[config.mk]
export PLATFORM = sky130hd
export DESIGN_NAME = uart_rx_frame
export DESIGN_NICKNAME = d
export VERILOG_FILES = /design/src/rtl/uart_pkg.sv /design/src/rtl/uart_rx_sampler.sv /design/src/rtl/uart_rx_frame.sv
export SDC_FILE = /design/constraint.sdc
export NUM_CORES = 1
export LEC_CHECK = 0
export CAP_MARGIN = 20
export CORE_UTILIZATION = 45
export CTS_CLUSTER_DIAMETER = 30
export CTS_CLUSTER_SIZE = 28
export DETAILED_ROUTE_END_ITERATION = 6
export HOLD_SLACK_MARGIN = 0.12
export PLACE_DENSITY = 0.66
export SYNTH_ARGS = -nofsm -noshare
export SYNTH_HDL_FRONTEND = slang
export SYNTH_SLANG_ARGS = --single-unit
export TNS_END_PERCENT = 100
[constraint.sdc]
create_clock -name CLK -period 2.7 [get_ports CLK]
set_input_delay 0.27 -clock CLK [delete_from_list [all_inputs] [get_ports CLK]]
set_output_delay 0.27 -clock CLK [all_outputs]
set_load 0.02 [all_outputs]
[src/rtl/uart_pkg.sv]
//------------------------------------------------------------------------------
// uart_pkg : UART state encodings and legal oversampling ratios (RX and TX).
// Revision : 1.0
//------------------------------------------------------------------------------
`default_nettype none

package uart_pkg;

   typedef enum logic [2:0] {
      ST_IDLE   = 3'd0,
      ST_START  = 3'd1,
      ST_DATA   = 3'd2,
      ST_PARITY = 3'd3,
      ST_STOP   = 3'd4,
      ST_CHECK  = 3'd5
   } uart_state_e;

   localparam int unsigned c_PRESCALE_8  = 8;
   localparam int unsigned c_PRESCALE_16 = 16;
   localparam int unsigned c_PRESCALE_32 = 32;

   function automatic logic prescale_is_legal(input int unsigned p);
      return (p == c_PRESCALE_8) || (p == c_PRESCALE_16) || (p == c_PRESCALE_32);
   endfunction

endpackage

`default_nettype wire

[src/rtl/uart_rx_sampler.sv]
//------------------------------------------------------------------------------
// uart_rx_sampler : edge/bit counters and mid-bit decision for the UART RX.
// Majority-of-three sampling when UART_RX_MAJORITY_SAMPLE_EN is defined.
// Revision : 1.0
//------------------------------------------------------------------------------
`default_nettype none

module uart_rx_sampler
   import uart_pkg::*;
#(
   parameter int unsigned PRESCALE_W = 6,
   parameter int unsigned BIT_W      = 4
) (
   input  logic                  CLK,
   input  logic                  RST,
   input  logic                  run_i,
   input  logic                  rx_i,
   input  logic [PRESCALE_W-1:0] prescale_i,
   output logic [BIT_W-1:0]      bit_cnt_o,
   output logic                  wrap_o,
   output logic                  dec_o,
   output logic                  dec_vld_o
);

   logic [PRESCALE_W-1:0] edge_cnt_q, edge_cnt_d;
   logic [BIT_W-1:0]      bit_cnt_q,  bit_cnt_d;
   logic [PRESCALE_W-1:0] w_half;

   assign w_half    = prescale_i >> 1;
   assign wrap_o    = run_i && (edge_cnt_q == (prescale_i - PRESCALE_W'(1)));
   assign bit_cnt_o = bit_cnt_q;

   // Counters sit at zero whenever the frame FSM is not inside a bit period.
   always_comb begin
      edge_cnt_d = edge_cnt_q + PRESCALE_W'(1);
      bit_cnt_d  = bit_cnt_q;
      if (!run_i) begin
         edge_cnt_d = '0;
         bit_cnt_d  = '0;
      end else if (wrap_o) begin
         edge_cnt_d = '0;
         bit_cnt_d  = bit_cnt_q + BIT_W'(1);
      end
   end

   always_ff @(posedge CLK or negedge RST) begin
      if (!RST) begin
         edge_cnt_q <= '0;
         bit_cnt_q  <= '0;
      end else begin
         edge_cnt_q <= edge_cnt_d;
         bit_cnt_q  <= bit_cnt_d;
      end
   end

`ifdef UART_RX_MAJORITY_SAMPLE_EN
   logic s0_q, s1_q;

   always_ff @(posedge CLK or negedge RST) begin
      if (!RST) begin
         s0_q <= 1'b1;
         s1_q <= 1'b1;
      end else begin
         if (run_i && (edge_cnt_q == (w_half - PRESCALE_W'(1)))) s0_q <= rx_i;
         if (run_i && (edge_cnt_q == w_half))                    s1_q <= rx_i;
      end
   end

   // Third sample is the live line value, so the vote resolves in that cycle.
   assign dec_vld_o = run_i && (edge_cnt_q == (w_half + PRESCALE_W'(1)));
   assign dec_o     = (s0_q & s1_q) | (s0_q & rx_i) | (s1_q & rx_i);
`else
   assign dec_vld_o = run_i && (edge_cnt_q == w_half);
   assign dec_o     = rx_i;
`endif

endmodule

`default_nettype wire

[src/rtl/uart_rx_frame.sv]
//------------------------------------------------------------------------------
// uart_rx_frame : UART receiver frame FSM, shift register, parity/stop checks.
// Optional majority sampling via UART_RX_MAJORITY_SAMPLE_EN (see sampler).
// Revision : 1.0
//------------------------------------------------------------------------------
`default_nettype none

module uart_rx_frame
   import uart_pkg::*;
#(
   parameter int unsigned DATA_WIDTH = 8,
   parameter int unsigned PRESCALE_W = 6
) (
   input  logic                  CLK,
   input  logic                  RST,
   input  logic                  RX_IN,
   input  logic [PRESCALE_W-1:0] Prescale,
   input  logic                  PAR_EN,
   input  logic                  PAR_TYP,
   output logic [DATA_WIDTH-1:0] P_DATA,
   output logic                  Data_Valid,
   output logic                  Parity_Error,
   output logic                  Stop_Error
);

   localparam int unsigned c_BIT_W = $clog2(DATA_WIDTH + 3);

   uart_state_e           state_q;
   logic [PRESCALE_W-1:0] prescale_q, prescale_d;
   logic                  par_en_q, par_typ_q;
   logic [DATA_WIDTH-1:0] shreg_q;
   logic                  perr_q, serr_q;
   logic [DATA_WIDTH-1:0] p_data_q;
   logic                  data_valid_q, parity_error_q, stop_error_q;

   logic                  w_run, w_start, w_wrap, w_dec, w_dec_vld, w_par_exp;
   logic [c_BIT_W-1:0]    w_bit_cnt;

   assign prescale_d = prescale_is_legal(32'(Prescale)) ? Prescale
                                                        : PRESCALE_W'(c_PRESCALE_8);
   assign w_run      = (state_q != ST_IDLE) && (state_q != ST_CHECK);
   assign w_start    = !RX_IN && ((state_q == ST_IDLE) || (state_q == ST_CHECK));
   assign w_par_exp  = (^shreg_q) ^ par_typ_q;

   uart_rx_sampler #(
      .PRESCALE_W (PRESCALE_W),
      .BIT_W      (c_BIT_W)
   ) u_sampler (
      .CLK        (CLK),
      .RST        (RST),
      .run_i      (w_run),
      .rx_i       (RX_IN),
      .prescale_i (prescale_q),
      .bit_cnt_o  (w_bit_cnt),
      .wrap_o     (w_wrap),
      .dec_o      (w_dec),
      .dec_vld_o  (w_dec_vld)
   );

   always_ff @(posedge CLK or negedge RST) begin
      if (!RST) begin
         state_q        <= ST_IDLE;
         prescale_q     <= PRESCALE_W'(c_PRESCALE_8);
         par_en_q       <= 1'b0;
         par_typ_q      <= 1'b0;
         shreg_q        <= '0;
         perr_q         <= 1'b0;
         serr_q         <= 1'b0;
         p_data_q       <= '0;
         data_valid_q   <= 1'b0;
         parity_error_q <= 1'b0;
         stop_error_q   <= 1'b0;
      end else begin
         data_valid_q   <= 1'b0;
         parity_error_q <= 1'b0;
         stop_error_q   <= 1'b0;
         case (state_q)
            ST_IDLE: begin
            end
            ST_START: begin
               if (w_dec_vld && w_dec) state_q <= ST_IDLE;
               else if (w_wrap)        state_q <= ST_DATA;
            end
            ST_DATA: begin
               if (w_dec_vld) shreg_q <= {w_dec, shreg_q[DATA_WIDTH-1:1]};
               if (w_wrap && (w_bit_cnt == c_BIT_W'(DATA_WIDTH)))
                  state_q <= par_en_q ? ST_PARITY : ST_STOP;
            end
            ST_PARITY: begin
               if (w_dec_vld) perr_q <= (w_dec != w_par_exp);
               if (w_wrap)    state_q <= ST_STOP;
            end
            ST_STOP: begin
               if (w_dec_vld) serr_q <= !w_dec;
               if (w_wrap)    state_q <= ST_CHECK;
            end
            ST_CHECK: begin
               if (!perr_q && !serr_q) begin
                  p_data_q     <= shreg_q;
                  data_valid_q <= 1'b1;
               end
               parity_error_q <= perr_q;
               stop_error_q   <= serr_q;
               state_q        <= ST_IDLE;
            end
            default: state_q <= ST_IDLE;
         endcase
         // A low line in IDLE or CHECK opens a frame; overrides the case above.
         if (w_start) begin
            state_q    <= ST_START;
            prescale_q <= prescale_d;
            par_en_q   <= PAR_EN;
            par_typ_q  <= PAR_TYP;
            perr_q     <= 1'b0;
            serr_q     <= 1'b0;
         end
      end
   end

   assign P_DATA       = p_data_q;
   assign Data_Valid   = data_valid_q;
   assign Parity_Error = parity_error_q;
   assign Stop_Error   = stop_error_q;

endmodule

`default_nettype wire

Yosys cells after proc, flatten, opt, wreduce, memory -nomap -nowiden

Index checks and enable logic that the tools add are counted.

Add/sub/neg operators: 3
Multiply operators: 0
Div/mod/pow operators: 0
$lt $le $gt $ge: 0
Equal/unequal tests: 19
Shifts and indexed selects: 0
Mux-type cells: 23
Bitwise gates (word level): 1
Reduce and logical (&&, ||, !) cells: 24

Operator list:

| cell                                              | number |
|---|---|
| two-way mux 3 bit                                 | 7 |
| two-way mux 6 bit                                 | 3 |
| one-hot mux 3 bit (5 select lines)                | 1 |
| inequality test 3 bit (second input constant)     | 4 |
| two-way mux 1 bit                                 | 10 |
| two-way mux 4 bit                                 | 2 |
| AND reduction 2 bit                               | 4 |
| parity 8 bit                                      | 1 |
| logical AND 1 bit                                 | 7 |
| adder 6 x 1 -> 6 bit (second input constant)      | 1 |
| == test 3 x 2 -> 1 bit (second input constant)    | 2 |
| == test 3 bit (second input constant)             | 2 |
| == test 6 x 4 -> 1 bit (second input constant)    | 1 |
| == test 6 x 5 -> 1 bit                            | 1 |
| == test 6 x 5 -> 1 bit (second input constant)    | 1 |
| == test 6 bit                                     | 1 |
| == test 6 bit (second input constant)             | 1 |
| nonzero test 2 bit                                | 3 |
| subtractor 6 x 1 -> 6 bit (second input constant) | 1 |
| AND reduction 5 bit                               | 1 |
| adder 4 x 1 -> 4 bit (second input constant)      | 1 |
| == test 4 bit (second input constant)             | 1 |
| inequality test 2 bit (second input constant)     | 2 |
| inequality test 4 bit (second input constant)     | 1 |
| 7 further kinds                                   | 11 |

Register bits after elaboration: 42
Latch bits: 0
RAM bits: 0
Memory bits (read-only): 0
Input port bits: 11
Output and inout bits: 11
Word-level logic and storage cells: 83
Memories kept: 0

Longest topological paths before layout

Depth in word-level cells: 7
Depth in mapped cells: 8
Gate-level depth less buffers: 8

Modules after synthesis

From an unflattened synthesis, not the netlist that was laid out.

Cells, all modules: 194
Area total of the unflattened synthesis: 2237.1 um^2

Modules (own cells, without submodules):

| module          | instances | cells an instance | area each (um^2) | sequential area each (um^2) |
|---|---|---|---|---|
| uart_rx_frame   | 1         | 115               | 1496.4           | 802.0 |
| uart_rx_sampler | 1         | 79                | 740.7            | 250.2 |

Worst setup path before layout

OpenSTA, ideal clock, no wires.

Path kind: reg2reg
From: register prescale_q[3]
To: register state_q[1]
Library setup time: 0.124 ns
Arrival: 1.904 ns
Data required time: 2.576 ns
Path slack: 0.673 ns
Cell stages (with the launch flop): 8
Buffers on the path: 1
Period minus slack after synthesis: 2.027 ns
Cells stage by stage: dfstp_2 -> clkbuf_1 -> xnor2_1 -> nand4_1 -> nor4_1 -> a2bb2oi_1 -> nor2_1 -> a211o_1

Word-level cells in the longest chain between the ends: 6
Elaborated cells on any way between the ends: 15
Classes of those cells: add/sub (1); eq/ne (6); mux (3); reduce/logical (5)

RTL lines:

| element                                                                               | line                                         | text |
|---|---|---|
| start: declaration                                                                    | uart_rx_frame.sv:29                          | `logic [PRESCALE_W-1:0] prescale_q, prescale_d;` |
| start signal: assignment                                                              | uart_rx_frame.sv:63                          | `prescale_q <= PRESCALE_W'(c_PRESCALE_8);` |
| start signal: assignment                                                              | uart_rx_frame.sv:111                         | `prescale_q <= prescale_d;` |
| subtractor 6 x 1 -> 6 bit or == test 6 x 5 -> 1 bit (tied branches)                   | uart_rx_sampler.sv:30, uart_rx_sampler.sv:73 |  |
| == test 6 bit or logical AND 1 bit (tied branches)                                    | uart_rx_sampler.sv:30, uart_rx_sampler.sv:73 |  |
| logical AND 1 bit (on tied branches)                                                  | uart_rx_sampler.sv:30, uart_rx_frame.sv:81   |  |
| logical AND 1 bit or two-way mux 3 bit (tied branches)                                | uart_rx_frame.sv:86, uart_rx_frame.sv:81     |  |
| inequality test 3 bit (no line) or one-hot mux 3 bit (5 select lines) (tied branches) | -                                            |  |
| AND reduction 5 bit (no line) or two-way mux 3 bit (tied branches)                    | -                                            |  |
| end signal: assignment                                                                | uart_rx_frame.sv:87                          | `state_q <= par_en_q ? ST_PARITY : ST_STOP;` |
| end: declaration                                                                      | uart_rx_frame.sv:28                          | `uart_state_e state_q;` |

Parallel ways exist; a longest one is shown, timed or not.
A chain may end at the register's enable or synchronous reset.

Worst setup path after layout

From: register prescale_q[0]
To: register state_q[1]

Word-level cells in the longest chain between the ends: 6
Elaborated cells on any way between the ends: 9
Classes of those cells: add/sub (1); eq/ne (5); reduce/logical (3)

RTL lines:

| element                           | line                  | text |
|---|---|---|
| subtractor 6 x 1 -> 6 bit (*)     | uart_rx_sampler.sv:30 | `assign wrap_o = run_i && (edge_cnt_q == (prescale_i - PRESCALE_W'(1)));` |
| == test 6 bit (*)                 | uart_rx_sampler.sv:30 |  |
| logical AND 1 bit (*)             | uart_rx_sampler.sv:30 |  |
| logical AND 1 bit                 | uart_rx_frame.sv:86   | `if (w_wrap && (w_bit_cnt == c_BIT_W'(DATA_WIDTH)))` |
| inequality test 3 bit (no line)   | -                     |  |
| AND reduction 5 bit (no line) (*) | -                     |  |

Every way passes the cells marked *; elsewhere a longest branch is shown, timed or not.

==> summary.md <==
The flow ran to the end, and the final reports show no timing, DRC or antenna violations. The die covers 5080 sq um. The remaining global-route overflow was 0; the vias after detailed routing was 1577. The number of storage elements in the synthesis netlist was 42; the count of flip-flops with a built-in enable after synthesis was 0. The first global-routing pass estimated 6720 microns of wire.

The path class of the tightest hold or removal check is primary input to async pin. The logs give 300 ps for the source-to-sink clock delay at the later pin of the worst-skew pair and 234 for the synthesized net count. For the relative slew slack, the log shows 39.4%. The number of antenna violations at the first check in global routing came out at 0. Setup repair after global routing left no endpoint under its margin. The smallest clock period supported by the final layout is computed as 2100 ps. TritonCTS built the clock tree. Measured along the y axis, the die boundary spans 71.3 microns.

After the last flow step, the layout net total stands at 257. STA puts the critical path data arrival time at 2280 ps. Wires add up to 4010 microns.

On the worst path, the slowest cell contributes a delay of 400 ps. Counting stages on the worst path, the most repeated cell is nor2_1. The region available for standard cell placement spans 4470 sq um. The count of yosys warnings during synthesis was 0. Once detail routing completed, the nets flagged for antenna violations numbered 0. The tools report the I/O pin total as 22. The final number of max-transition violations is 0, and the initial DRC count is 142. Each instance of the synthesized netlist takes up on average 9.86 sq um. Across the routed clock network, the largest skew measured is 3.77 ps. The number of hold buffers added after CTS was 0.

The clock passes through at most 2 buffers. For this run, the number of standard cells in the final layout without fillers is 295. Clock root buffer: clkbuf_8. The clock tree synthesis step divided the H-tree into 2 levels. Of all nets on the critical path, the largest fanout is 7. The run gives 48.3% as the initial core utilization. The routability-driven placement congestion ratio is 0.832. The fraction of synthesis flops using an asynchronous set or reset pin came out at 100%. Number of resized instances in the post-cts repair step: 0.

The total standard cell area after synthesis is 2160 sq um, and the via count of the first global-routing pass is 1449. The critical setup path kind was register to register. The fraction of the cycle the final worst path needs was 77.7%. After synthesis, the largest area contributor takes up 47.5% of total cell area. The tools report the TritonCTS sink count as 42.

In the synthesized netlist the dominant register cell turns out to be dfrtp_1. The run gives 0 as the post-CTS setup-driven buffer insertion count. At the end of the flow the core is filled with cells to 56.1%. Traced cell by cell, the critical path runs through inv_1 -> ha_1 -> xnor2_1 -> nor2_1 -> nand4b_2 -> a211oi_4 -> nor2_1 -> a211o_1.

Derived from the worst setup path, the maximum achievable clock frequency is 477 MHz. The number of placed instances, taps included, is 287. In this run the critical register-to-register path is launched from prescale_q[0]. For this design the static power due to leakage is 1.10 nW. The via count normalized by instance count is 5.35, and the clock transition at the registers of the reported paths is 80 ps. The logs give 2870 microns for the half-perimeter wire length after detailed placement and 5 for the number of buffers added by the clock tree synthesis step. Among all stages on the critical path, the largest delay is contributed by dfrtp_1. The run gives 2890 ps as the data required time at the worst endpoint. The maximum vdd drop came out at 0.537 mV. Ranked by total cell area, the synthesized netlist is headed by dfrtp_1, xnor2_1, nand2_1. The share of the Yosys chip area taken by registers is 48.7%. For this run, the total global-route usage over all layers was measured as 17.7%.

The total of buffers placed on input and output ports is 21, and the die width is 71.3 microns. Endpoint kind of the worst setup timing path: a register. Row generation in the floorplan step produced 24 rows. STA classifies the critical path startpoint as a register. The number of library cell types mapped by synthesis is 43, and the area added between synthesis and finish is 16.3%.

The launch point of the worst path is prescale_q[0]. Entering global routing, the biggest net connects 43 pins. The number of max-cap violations came out at 0. After technology mapping, the gate count stands at 219.

After filler insertion, the fill cell instance count of the layout stands at 388. The transition at the pin with the smallest max-transition slack came out at 910 ps. The first detailed-routing pass took 4 iterations. The number of antenna diodes in the final layout is 0.

The DRC violations left is 0, and the path depth of the worst reg2reg path is 8. Setup violations remaining at the end of the flow were counted as 0. Dividing total power by cell area gives a power density of 812 nW/um^2. The fraction of final layout cells with drive strength greater than 1 was 11.1%. The final routed wire length divided by cell count came out at 13.6 microns. Setup total negative slack on the finished layout was measured at 0 ps. The tools report the final-report hold violation count as 0.

The synthesized design spends more area on one cell type than any other, namely dfrtp_1.
sequential cells by signal, summed over array words and instances (netlist names):
| register | cells |
|---|---|
| P_DATA | 8 |
| shreg_q | 8 |
| prescale_q | 6 |
| u_sampler.edge_cnt_q | 6 |
| u_sampler.bit_cnt_o | 4 |
| state_q | 3 |
| Data_Valid | 1 |
| Parity_Error | 1 |
| Stop_Error | 1 |
| par_en_q | 1 |
| par_typ_q | 1 |
| perr_q | 1 |
| serr_q | 1 |
layout by cell type (no fill, tap or decap), types with 2 or more instances in the layout:
cell | netlist | routed
o31ai_1 | 2 | 2
and3_1 | 3 | 3
clkbuf_8 | 0 | 6
xor2_1 | 5 | 5
nor4_1 | 5 | 5
nor3_1 | 5 | 5
a31oi_1 | 3 | 3
nand3_1 | 6 | 6
buf_4 | 0 | 2
xnor2_1 | 22 | 22
nand4b_1 | 2 | 2
nand2b_1 | 3 | 3
o21ai_0 | 8 | 8
nor2_1 | 18 | 18
inv_1 | 13 | 13
nand2_1 | 34 | 34
nand4_1 | 2 | 2
nor2b_1 | 2 | 2
ha_1 | 4 | 4
clkdlybuf4s50_1 | 0 | 20
dfrtp_1 | 41 | 41
mux2_2 | 8 | 8
a21oi_1 | 5 | 5
worst paths after layout:
path                                          end  slack, ps
setup reg to reg                       state_q[1]        600
min in group CLK                        P_DATA[1]        480
setup / recovery                       state_q[1]        600
max in group asynchronous               P_DATA[2]       2040
hold reg to reg                         P_DATA[1]        480
hold / removal             u_sampler.bit_cnt_o[3]        100
metal layers:
metal | GRT usage [%] | part of all wire [%] | vias to the layer above
li1 | - | - | 788
met2 | 27.0 | 46 | 38
met3 | 4.64 | 4.2 | 5
met1 | 23.5 | 48 | 746
met5 | 0 | 0 | -
met4 | 8.67 | 1.7 | 0
kinds of logic after synthesis:
family	after synthesis	synth area share, %
XOR/XNOR	28	11.7
flip-flops	42	48.7
multiplexers	8	4.17
adder cells (fa/ha/maj)	4	2.32
AO/OA/AOI/OAI	30	9.79
buffers and inverters	21	3.77
AND/OR/NAND/NOR	86	19.5
per-stage QoR:
| stage | instance area, sq um | power, W | hold slack [ps] | setup WS (ps) |
|---|---|---|---|---|
| floorplan | 2160 | 0.00142 | -25.6 | 673 |
| global placement | 2420 | 0.00162 | 459 | 677 |
| detailed placement | 2420 | 0.00162 | 462 | 625 |
| CTS | 2510 | 0.00206 | 140 | 602 |
| global route | 2510 | 0.00217 | 177 | 457 |
| finish | 2510 | 0.00204 | 99.8 | 602 |
cell usage after synthesis (4+ instances only):
cell type,instances
o21ai_0,8
xor2_1,5
nor4_1,5
a21oi_1,5
ha_1,4
nand2_1,34
nor3_1,5
xnor2_1,22
dfrtp_1,41
nor2_1,18
mux2_2,8
nand3_1,6
clkbuf_1,5
inv_1,13
report_power, final:
part	internal [W]	leakage, nW	total, W	switching [W]
clock network	0.000206	0.0472	0.000428	0.000222
logic	0.000327	0.485	0.000761	0.000435
registers	0.000730	0.566	0.000850	0.000120
total	0.00126	1.10	0.00204	0.000776
area by class of cell:
type / instances / area (sq um) / share of cell area (%)
Sequential cell: 42 / 1050 / 41.9
Clock inverter: 2 / 12.5 / 0.498
Clock buffer: 6 / 82.6 / 3.29
Inverter: 14 / 52.6 / 2.09
Tap cell: 52 / 65.1 / 2.59
Multi-Input combinational cell: 156 / 1030 / 40.9
Timing Repair Buffer: 23 / 220 / 8.77
worst max-delay path, delay by kind of cell, from the launching register on:
kind            cells  cell delay (ps)
compound gates      2              590
fa+ha+maj           1              310
flops               1              400
simple gates        3              470
xor+xnor            1              130
buf+inv             1               80
No activity file was read; power rests on OpenSTA's default activity.
